===== src/rtl/bresenham_pkg.sv =====
// ---------------------------------------------------------------------------
// bresenham_pkg
// Shared types and helpers for the Bresenham line rasteriser.
//   coord_t           : unsigned grid coordinate at the default width
//   err_t             : signed error/delta term, two bits wider than coord_t
//   bresenham_state_t : engine states IDLE -> INIT -> EMIT
//   abs_diff()        : |a - b| on unsigned operands
//   step_up()         : 1 when the walk from 'from_c' to 'to_c' increases
// ---------------------------------------------------------------------------
package bresenham_pkg;

   localparam int unsigned DEF_COORD_W  = 10;
   localparam int unsigned DEF_GRID_DIM = 1024;

   typedef logic [DEF_COORD_W-1:0]        coord_t;
   typedef logic signed [DEF_COORD_W+1:0] err_t;

   typedef enum logic [1:0] {
      IDLE = 2'd0,
      INIT = 2'd1,
      EMIT = 2'd2
   } bresenham_state_t;

   // Absolute difference of two unsigned values, never wraps.
   function automatic logic [31:0] abs_diff(input logic [31:0] a, input logic [31:0] b);
      if (a >= b) begin
         return a - b;
      end else begin
         return b - a;
      end
   endfunction

   // Direction of travel along one axis: 1 = +1 step, 0 = -1 step.
   function automatic logic step_up(input logic [31:0] from_c, input logic [31:0] to_c);
      return (to_c > from_c);
   endfunction

endpackage : bresenham_pkg


===== src/rtl/bresenham_line.sv =====
// ---------------------------------------------------------------------------
// bresenham_line
// Rasterises one beam from the robot cell (x0,y0) to the scan endpoint
// (x1,y1) and streams the traversed cells over a valid/ready handshake.
// The endpoint cell carries point_last so the grid marks it occupied.
//
// Ports:
//   clock        in   system clock, posedge
//   reset_n      in   asynchronous active-low reset
//   start        in   one-cycle request, sampled only in IDLE
//   x0,y0        in   line start (robot cell), captured with start
//   x1,y1        in   line end (scan endpoint), captured with start
//   busy         out  registered; high from the cycle after start is
//                     accepted until the last cell handshakes
//   point_valid  out  point_x/point_y hold a valid cell
//   point_ready  in   downstream accepts the cell this cycle
//   point_x/y    out  current cell
//   point_last   out  current cell is the endpoint (qualified by valid)
//
// Build option:
//   BRESENHAM_BOUNDS_CHECK_EN - when defined, cells outside GRID_DIM are
//   not presented; the engine steps past them internally. An out-of-range
//   endpoint ends the line silently.
// ---------------------------------------------------------------------------
module bresenham_line
   import bresenham_pkg::*;
#(
   parameter int unsigned COORD_W  = DEF_COORD_W,
   parameter int unsigned GRID_DIM = DEF_GRID_DIM
) (
   input  logic               clock,
   input  logic               reset_n,
   input  logic               start,
   input  logic [COORD_W-1:0] x0,
   input  logic [COORD_W-1:0] y0,
   input  logic [COORD_W-1:0] x1,
   input  logic [COORD_W-1:0] y1,
   output logic               busy,
   output logic               point_valid,
   input  logic               point_ready,
   output logic [COORD_W-1:0] point_x,
   output logic [COORD_W-1:0] point_y,
   output logic               point_last
);

   // Error terms are two bits wider than a coordinate so |dx|+|dy| and
   // 2*err never overflow.
   localparam int unsigned EW = COORD_W + 2;

`ifdef BRESENHAM_BOUNDS_CHECK_EN
   localparam logic BOUNDS_EN = 1'b1;
`else
   localparam logic BOUNDS_EN = 1'b0;
`endif

   localparam logic [COORD_W-1:0] ONE      = COORD_W'(1);
   localparam logic signed [EW-1:0] ERR_ZERO = '0;

   // With the bounds check disabled every cell counts as inside the grid.
   function automatic logic in_grid(input logic [COORD_W-1:0] cx, input logic [COORD_W-1:0] cy);
      return (!BOUNDS_EN) || ((32'(cx) < GRID_DIM) && (32'(cy) < GRID_DIM));
   endfunction

   bresenham_state_t      state_q, state_d;
   logic [COORD_W-1:0]    x0_q, x0_d;
   logic [COORD_W-1:0]    y0_q, y0_d;
   logic [COORD_W-1:0]    x1_q, x1_d;
   logic [COORD_W-1:0]    y1_q, y1_d;
   logic [COORD_W-1:0]    cur_x_q, cur_x_d;
   logic [COORD_W-1:0]    cur_y_q, cur_y_d;
   logic signed [EW-1:0]  dx_q, dx_d;
   logic signed [EW-1:0]  dy_q, dy_d;
   logic signed [EW-1:0]  err_q, err_d;
   logic                  sx_pos_q, sx_pos_d;
   logic                  sy_pos_q, sy_pos_d;
   logic                  busy_q, busy_d;
   logic                  valid_q, valid_d;
   logic                  last_q, last_d;
   // at_end_q tracks "cur is the endpoint" independently of whether the
   // cell is visible, so a suppressed endpoint still terminates the line.
   logic                  at_end_q, at_end_d;

   logic signed [EW-1:0]  e2_s;
   logic                  step_x_s;
   logic                  step_y_s;
   logic [COORD_W-1:0]    nx_s;
   logic [COORD_W-1:0]    ny_s;
   logic signed [EW-1:0]  err_nx_s;
   logic                  adv_s;

   // One Bresenham step computed from the current (pre-step) error.
   always_comb begin
      e2_s     = err_q <<< 1;
      step_x_s = (e2_s >= dy_q);
      step_y_s = (e2_s <= dx_q);
      if (step_x_s) begin
         nx_s = sx_pos_q ? (cur_x_q + ONE) : (cur_x_q - ONE);
      end else begin
         nx_s = cur_x_q;
      end
      if (step_y_s) begin
         ny_s = sy_pos_q ? (cur_y_q + ONE) : (cur_y_q - ONE);
      end else begin
         ny_s = cur_y_q;
      end
      err_nx_s = err_q + (step_x_s ? dy_q : ERR_ZERO) + (step_y_s ? dx_q : ERR_ZERO);
      // A hidden cell advances on its own; a visible one waits for ready.
      adv_s    = valid_q ? point_ready : 1'b1;
   end

   // Next-state and datapath control for IDLE / INIT / EMIT.
   always_comb begin
      state_d  = state_q;
      x0_d     = x0_q;
      y0_d     = y0_q;
      x1_d     = x1_q;
      y1_d     = y1_q;
      cur_x_d  = cur_x_q;
      cur_y_d  = cur_y_q;
      dx_d     = dx_q;
      dy_d     = dy_q;
      err_d    = err_q;
      sx_pos_d = sx_pos_q;
      sy_pos_d = sy_pos_q;
      busy_d   = busy_q;
      valid_d  = valid_q;
      last_d   = last_q;
      at_end_d = at_end_q;

      case (state_q)
         IDLE: begin
            if (start) begin
               x0_d    = x0;
               y0_d    = y0;
               x1_d    = x1;
               y1_d    = y1;
               busy_d  = 1'b1;
               state_d = INIT;
            end else begin
               state_d = IDLE;
            end
         end

         INIT: begin
            dx_d     = $signed(EW'(abs_diff(32'(x0_q), 32'(x1_q))));
            dy_d     = -$signed(EW'(abs_diff(32'(y0_q), 32'(y1_q))));
            sx_pos_d = step_up(32'(x0_q), 32'(x1_q));
            sy_pos_d = step_up(32'(y0_q), 32'(y1_q));
            err_d    = dx_d + dy_d;
            cur_x_d  = x0_q;
            cur_y_d  = y0_q;
            at_end_d = (x0_q == x1_q) && (y0_q == y1_q);
            valid_d  = in_grid(x0_q, y0_q);
            last_d   = at_end_d && valid_d;
            state_d  = EMIT;
         end

         EMIT: begin
            if (adv_s) begin
               if (at_end_q) begin
                  state_d = IDLE;
                  busy_d  = 1'b0;
                  valid_d = 1'b0;
                  last_d  = 1'b0;
               end else begin
                  cur_x_d  = nx_s;
                  cur_y_d  = ny_s;
                  err_d    = err_nx_s;
                  at_end_d = (nx_s == x1_q) && (ny_s == y1_q);
                  valid_d  = in_grid(nx_s, ny_s);
                  last_d   = at_end_d && valid_d;
               end
            end else begin
               // Stalled by the consumer: hold everything.
               state_d = EMIT;
            end
         end

         default: begin
            state_d  = IDLE;
            busy_d   = 1'b0;
            valid_d  = 1'b0;
            last_d   = 1'b0;
            at_end_d = 1'b0;
         end
      endcase
   end

   // State and datapath registers with asynchronous reset.
   always_ff @(posedge clock or negedge reset_n) begin
      if (!reset_n) begin
         state_q  <= IDLE;
         x0_q     <= '0;
         y0_q     <= '0;
         x1_q     <= '0;
         y1_q     <= '0;
         cur_x_q  <= '0;
         cur_y_q  <= '0;
         dx_q     <= '0;
         dy_q     <= '0;
         err_q    <= '0;
         sx_pos_q <= 1'b0;
         sy_pos_q <= 1'b0;
         busy_q   <= 1'b0;
         valid_q  <= 1'b0;
         last_q   <= 1'b0;
         at_end_q <= 1'b0;
      end else begin
         state_q  <= state_d;
         x0_q     <= x0_d;
         y0_q     <= y0_d;
         x1_q     <= x1_d;
         y1_q     <= y1_d;
         cur_x_q  <= cur_x_d;
         cur_y_q  <= cur_y_d;
         dx_q     <= dx_d;
         dy_q     <= dy_d;
         err_q    <= err_d;
         sx_pos_q <= sx_pos_d;
         sy_pos_q <= sy_pos_d;
         busy_q   <= busy_d;
         valid_q  <= valid_d;
         last_q   <= last_d;
         at_end_q <= at_end_d;
      end
   end

   assign busy        = busy_q;
   assign point_valid = valid_q;
   assign point_x     = cur_x_q;
   assign point_y     = cur_y_q;
   assign point_last  = last_q;

endmodule : bresenham_line


===== config.mk =====
export PLATFORM = sky130hd
export DESIGN_NAME = bresenham_line
export DESIGN_NICKNAME = d
export VERILOG_FILES = /design/src/rtl/bresenham_pkg.sv /design/src/rtl/bresenham_line.sv
export SDC_FILE = /design/constraint.sdc
export NUM_CORES = 1
export LEC_CHECK = 0
export CORE_MARGIN = 3
export CORE_UTILIZATION = 45
export DETAILED_ROUTE_END_ITERATION = 12
export PLACE_DENSITY = 0.61
export SYNTH_ARGS = -nofsm -noshare
export SYNTH_HDL_FRONTEND = slang
export SYNTH_SLANG_ARGS = --single-unit

===== constraint.sdc =====
create_clock -name clock -period 9.65 [get_ports clock]
set_input_delay 2.895 -clock clock [delete_from_list [all_inputs] [get_ports clock]]
set_output_delay 2.895 -clock clock [all_outputs]
set_load 0.005 [all_outputs]

==> flow_metrics.env, run 1 <==
export IMPL_outcome="finished, final reports clean"
export IMPL_fillCellCount=1880
export IMPL_rsz0062_at_grt="no"
export IMPL_coreArea_mm2=0.01985
export IMPL_dpl_cell_area_mm2=0.01018
export IMPL_cts_root_buf="clkbuf_16"
export IMPL_end_kind="register"
export IMPL_fin_skew_ps=11.22
export IMPL_drive_gt1_share_pct=8.967
export IMPL_detail_route_antenna_nets=0
export IMPL_track_usage_pct=24.38
export IMPL_tritoncts="built"
export IMPL_ff_latch_area_mm2=0.002552
export IMPL_cts_htree_levels=3
export IMPL_totalWireLength_um=26090
export IMPL_hpwl_um=19870
export IMPL_worstHoldPathType="register to register"
export IMPL_synth_seq_cells=102
export IMPL_antenna_found_initial=0
export IMPL_clock_sinks=102
export IMPL_num_antenna_cells=0
export IMPL_netlist_instances=1053
export IMPL_gr_usage_met1_pct=35.18
export IMPL_cts_max_path_buffers=2
export IMPL_drv_cap=0
export IMPL_final_nets=1263
export IMPL_stdcell_area_mm2=0.01048
export IMPL_gp_congestion=0.9167
export IMPL_clk_pin_slew_worst_paths_ps=80
export IMPL_ys_flop_type="dfrtp_1"
export IMPL_cts_resized=0
export IMPL_synthArstFlopShare_pct=100.0
export IMPL_numPortBuffers=66
export IMPL_drc_errors=0
export IMPL_synth_area_leaders="dfrtp_1 28%, ha_1 14%, mux2_2 6.6%, xnor2_1 5.0%, a21oi_1 4.9%"
export IMPL_fin_ws_ps=4578
export IMPL_synth_nets=1217
export IMPL_initial_utilization_pct=46.75
export IMPL_grtUsageMet3_pct=3.543
export IMPL_synth_area_mm2=0.009278
export IMPL_insertion_delay_ps=370
export IMPL_period_share_pct=52.56
export IMPL_setup_viol_count_final=0
export IMPL_global_route_usage_met2_pct=37.90
export IMPL_syn_area_per_cell_um2=8.811
export IMPL_hold_buffers=0
export IMPL_grt_pass1_vias=7816
export IMPL_maxSlewHeadroom_pct=47.08
export IMPL_hold_violations=0
export IMPL_die_w_um=149.6
export IMPL_worstPathRequired_ps=9930
export IMPL_final_cells=1369
export IMPL_cts_buffers=9
export IMPL_rows=51
export IMPL_ys_seq_area_share_pct=27.51
export IMPL_fmaxAchievable_ghz=0.1972
export IMPL_synth_xor_area_share_pct=7.040
export IMPL_tightest_slew_ps=773.7
export IMPL_post_cts_buffers=0
export IMPL_avgRoutedWirePerCell_um=19.05
export IMPL_drt_iter0_drc=558
export IMPL_vias=7846
export IMPL_yosysTopAreaCell="dfrtp_1"
export IMPL_grt_ovfl_total=0
export IMPL_die_y_um=149.6
export IMPL_grt_pass1_wl_um=42660
export IMPL_start_kind="register"
export IMPL_dr_pass1_iters=5
export IMPL_ioPinCount=67
export IMPL_synthSimpleGateAreaFrac_pct=12.99
export IMPL_synth_top_family_by_area="compound AO/OA/AOI/OAI gates"
export IMPL_grt_start_max_net_pins=60
export IMPL_die_area_mm2=0.02238
export IMPL_muxShareOfSynthArea_pct=8.564
export IMPL_synth_top_cell_area_share_pct=27.51
export IMPL_synth_compound_area_share_pct=20.26
export IMPL_ff2ff_setup_slack_ps=4580
export IMPL_critPathArrivalTime_ps=5350
export IMPL_dp_cells=1353
export IMPL_netlist_cell_type_count=79
export IMPL_ys_warn_count=0
export IMPL_synth_edf_count=0
export IMPL_worstSetupPathType="register to register"
export IMPL_post_drt_via_cell_ratio=5.731
export IMPL_layout_min_cycle_time_ps=5072
export IMPL_tns_ps=0
export IMPL_grt_busiest_layer="met2"
export IMPL_slew_viol_final=0
export IMPL_cp_max_fo=15
export IMPL_syn_to_final_growth_pct=12.97
export IMPL_multi_input_area_mm2=0.006183
export IMPL_synth_adder_area_share_pct=17.64
export IMPL_place_ws_ps=4530
cell type report:
type                       instances  area share (%)
clock inverter                     6          0.6566
timing repair buffer              73           6.780
inverter                         108           3.868
clock buffer                      10           2.185
tap                              265           3.163
multi-input combinational        805           58.99
sequential                       102           24.35
kinds of logic (layout without fill, tap and decap cells):
kind of cell,after synthesis,count (layout)
flip-flops,102,102
XOR/XNOR,73,73
buffers and inverters,146,197
adder cells (fa/ha/maj),120,120
AND/OR/NAND/NOR,241,241
multiplexers,72,72
AO/OA/AOI/OAI,299,299
cells in the mapped netlist, drive strengths merged, types with 7 or more instances:
master and number:
a211oi 14, a21o 22, a21oi 90, a31oi 10, and2 10, buf 16
clkbuf 22, dfrtp 102, fa 18, ha 102, inv 108, mux2 56
mux2i 16, nand2 67, nand2b 10, nand3 23, nand4 9, nor2 66
nor2b 14, nor3 10, o211ai 11, o21a 8, o21ai 81, o221ai 7
o22ai 12, xnor2 53, xor2 19
worst paths after layout:
path | start | endpoint | cells past startpoint
worst max-delay path | err_q[1]$_DFFE_PN0P_ | err_q[9]$_DFFE_PN0P_ | 22
worst min-delay path | point_last$_DFFE_PN0P_ | point_last$_DFFE_PN0P_ | 2
worst max register to register | err_q[1]$_DFFE_PN0P_ | err_q[9]$_DFFE_PN0P_ | 22
worst min register to register | point_last$_DFFE_PN0P_ | point_last$_DFFE_PN0P_ | 2
max in group asynchronous | reset_n | sx_pos_q$_DFFE_PN0P_ | 2
min in group asynchronous | reset_n | point_last$_DFFE_PN0P_ | 1
stage by stage:
step | utilization (%) | hold WS, ps
after global routing | 52.82 | 527.6
after global placement | 51.31 | 473.1
after floorplan | - | 477.9
after CTS | 52.82 | 492.0
final | 52.82 | 485.6
after detailed placement | 51.31 | 475.1
layout by cell type (no fill, tap or decap), types with 5 or more instances in the layout:
cell type | Yosys | routed
nand2b_1 | 10 | 10
buf_4 | 0 | 8
ha_1 | 102 | 100
clkdlybuf4s50_1 | 0 | 65
a21oi_1 | 90 | 90
xor2_1 | 19 | 19
or3_1 | 6 | 6
clkbuf_16 | 0 | 9
a21o_1 | 22 | 22
and2_1 | 9 | 9
nand4_1 | 8 | 8
mux2_2 | 54 | 54
nand2_1 | 66 | 65
o22ai_1 | 12 | 12
o21a_1 | 8 | 8
nor2b_1 | 14 | 14
a31oi_1 | 9 | 9
mux2i_1 | 16 | 16
o221ai_1 | 7 | 7
o21ai_0 | 77 | 77
nor2_1 | 65 | 65
fa_1 | 18 | 18
dfrtp_1 | 102 | 102
a221oi_1 | 5 | 5
nor3_1 | 10 | 10
a211oi_1 | 12 | 12
xnor2_1 | 53 | 53
o21bai_1 | 6 | 6
nand3b_1 | 6 | 6
inv_1 | 108 | 108
nand3_1 | 23 | 23
o211ai_1 | 11 | 11
registers in the layout, indices dropped and copies added (netlist names):
name         cells
y1_q            10
sy_pos_q         1
x0_q            10
point_last       1
dx_q            11
y0_q            10
at_end_q         1
sx_pos_q         1
busy             1
point_x         10
state_q          2
point_y         10
point_valid      1
dy_q            12
err_q           11
x1_q            10
critical path: stages, from the launching register on:
cell and delay (ps):
dfrtp_1 440, ha_1 310, and4b_1 240, a211o_1 300, a221oi_2 260, o21a_1 250, o21a_1 540, nand2_1 140
fa_1 380, inv_1 80, ha_1 170, inv_1 60, fa_1 380, nor2b_1 160, o21ai_0 110, a21boi_0 240
o21ai_0 120, nand2b_1 120, a21o_1 120, a21oi_1 70, xnor2_1 190, o22ai_1 110, nor3b_1 200
per-layer routing:
metal | vias up | part of all wire, %
met1 | 3750 | 48
li1 | 3811 | -
met5 | - | 0
met3 | 37 | 5.0
met2 | 248 | 44
met4 | 0 | 2.4
Power of run 1 is left out: the tool's default activity adds up to more than one toggle a clock period on the data nets, which glitch-free logic cannot reach.
==> run 2: changes to the inputs <==
--- a/config.mk
+++ b/config.mk
@@ -8,7 +8,7 @@
 export CORE_MARGIN = 3
 export CORE_UTILIZATION = 45
 export DETAILED_ROUTE_END_ITERATION = 12
-export PLACE_DENSITY = 0.61
+export PLACE_DENSITY = 0.63
 export SYNTH_ARGS = -nofsm -noshare
 export SYNTH_HDL_FRONTEND = slang
 export SYNTH_SLANG_ARGS = --single-unit
==> constraint.sdc (replaced) <==
create_clock -name clock -period 4.6 [get_ports clock]
set_input_delay 1.38 -clock clock [delete_from_list [all_inputs] [get_ports clock]]
set_output_delay 1.38 -clock clock [all_outputs]
set_load 0.005 [all_outputs]
==> run 2 against run 1 <==
Net effect: core utilization increased by 2.7 points; critical path depth decreased by 1; worst setup slack got worse by 4300 ps; final area increased by 5.1%; clock skew increased by 4.2 ps; fmax increased by 17%; first-iteration DRC count increased by 16%; via count increased by 3.4%; sequential share of layout area decreased by 1.2 points; flip-flop and latch count unchanged; cell count increased by 3.1%; routed wire length increased by 2.3%; critical path type unchanged.
==> flow_metrics.env, run 2 (same netlist as run 1, synthesis figures left out) <==
export IMPL_final_cells=1411
export IMPL_hpwl_um=20480
export IMPL_final_common_cell="inv_1"
export IMPL_start_kind="register"
export IMPL_post_drt_via_cell_ratio=5.748
export IMPL_setup_viol_count_final=0
export IMPL_hold_violations=0
export IMPL_coreArea_mm2=0.01985
export IMPL_die_area_mm2=0.02238
export IMPL_cts_root_buf="clkbuf_16"
export IMPL_fin_skew_ps=15.44
export IMPL_dp_cells=1387
export IMPL_fmaxAchievable_ghz=0.2299
export IMPL_cts_buffers=9
export IMPL_drt_iter0_drc=645
export IMPL_gp_congestion=0.9526
export IMPL_totalWireLength_um=26690
export IMPL_layout_min_cycle_time_ps=4349
export IMPL_top_regs="dy_q (12), dx_q (11), err_q (11)"
export IMPL_cts_htree_levels=3
export IMPL_grt_ovfl_total=0
export IMPL_vias=8111
export IMPL_syn_to_final_growth_pct=18.72
export IMPL_timing_hold_ws_ps=498.1
export IMPL_ioPinCount=67
export IMPL_initial_utilization_pct=46.75
export IMPL_die_y_um=149.6
export IMPL_rows=51
export IMPL_clock_sinks=102
export IMPL_tritoncts="built"
export IMPL_end_kind="register"
export IMPL_outcome="finished, final reports clean"
export IMPL_ff2ff_setup_slack_ps=250
export IMPL_worstPathRequired_ps=4890
export IMPL_track_usage_pct=24.29
export IMPL_detail_route_antenna_nets=0
export IMPL_regMostFlops="dy_q"
export IMPL_final_cell_mix="107 x inv_1, 100 x dfrtp_1, 93 x ha_1, 86 x a21oi_1, 72 x o21ai_0"
export IMPL_grt_pass1_vias=7905
export IMPL_period_share_pct=94.54
export IMPL_largest_reg_flops=12
export IMPL_critPathArrivalTime_ps=4640
export IMPL_cts_max_path_buffers=2
export IMPL_insertion_delay_ps=370
export IMPL_clk_pin_slew_worst_paths_ps=70
export IMPL_die_w_um=149.6
export IMPL_tightest_slew_ps=723.0
export IMPL_grt_start_max_net_pins=103
export IMPL_maxSlewHeadroom_pct=50.55
export IMPL_worstSetupPathType="register to register"
export IMPL_slew_viol_final=0
export IMPL_drv_cap=0
export IMPL_fillCellCount=1821
export IMPL_cp_max_fo=5
export IMPL_final_nets=1305
export IMPL_avgRoutedWirePerCell_um=18.92
export IMPL_worstHoldPathType="register to register"
export IMPL_antenna_found_initial=0
export IMPL_dr_pass1_iters=6
export IMPL_numPortBuffers=66
export IMPL_drc_errors=0
export IMPL_num_antenna_cells=0
export IMPL_drive_gt1_share_pct=14.92
export IMPL_grt_pass1_wl_um=42730
[run 2: changes by cell type in the layout (fill, tap and decap cells not counted), sizes merged]
cell | previous run | this run
buf | 8 | 50
bufinv | 1 | 3
clkinv | 2 | 1
clkinvlp | 1 | 0
[run 2: cell type report]
type	instances	area (um2)	share of cell area, %
timing repair buffer	115	1051	9.542
sequential	102	2555	23.20
clock buffer	10	229.0	2.079
inverter	108	405.4	3.681
tap	265	331.6	3.010
clock inverter	6	116.4	1.056
multi-input combinational	805	6326	57.44
[run 2: worst max-delay path, stage by stage, from the launching register on]
cell      delay [ps]
dfrtp_1          380
buf_4            140
ha_1             240
a21o_1           210
a211oi_2         350
a31oi_4           80
nor2_4           200
mux2i_1          240
xor2_1           160
buf_4            150
nand3_1          100
xnor2_1          350
ha_1             350
o21ai_2          100
a21boi_1         100
o21ai_0          150
nand2b_1         110
a31oi_2          230
o21ai_1          110
xor2_1           160
xnor3_1          230
o21ai_1          120
[run 2: path summary, 6_finish.rpt]
kind,start,endpoint,cells past startpoint
max in group asynchronous,reset_n,x0_q[0]$_DFFE_PN0P_,2
hold reg to reg,point_last$_DFFE_PN0P_,point_last$_DFFE_PN0P_,2
hold / removal,point_last$_DFFE_PN0P_,point_last$_DFFE_PN0P_,2
setup reg to reg,y0_q[8]$_DFFE_PN0P_,err_q[10]$_DFFE_PN0P_,21
min in group asynchronous,reset_n,point_valid$_DFFE_PN0P_,2
setup / recovery,y0_q[8]$_DFFE_PN0P_,err_q[10]$_DFFE_PN0P_,21
[run 2: what timing repair did]
action	4_1_cts	5_1_grt
setup endpoints to repair	1	4
hold buffers	0	0
pin swaps	0	7
endpoints found under the hold margin	0	0
gates resized for setup	7	34
buffers inserted	2	6
[run 2: layer usage]
| layer | up-vias | part of all wire, % | track usage [%] |
|---|---|---|---|
| met5 | - | 0 | 0 |
| met1 | 3896 | 46 | 34.04 |
| met4 | 0 | 1.8 | 5.767 |
| met3 | 31 | 6.1 | 5.270 |
| li1 | 3900 | - | - |
| met2 | 284 | 46 | 38.53 |
[run 2: through the flow]
step | TNS, ps | setup WS (ps) | util, % | cell area, um2
finish | 0 | 251.0 | 55.50 | 11010
global route | -1.814 | -1.814 | 55.50 | 11010
CTS | 0 | 64.50 | 54.71 | 10860
detailed placement | -98.31 | -98.31 | 52.73 | 10460
global placement | 0 | 136.4 | 52.73 | 10460
floorplan | 0 | 213.3 | - | 9278
Power of run 2 is left out for the same reason.
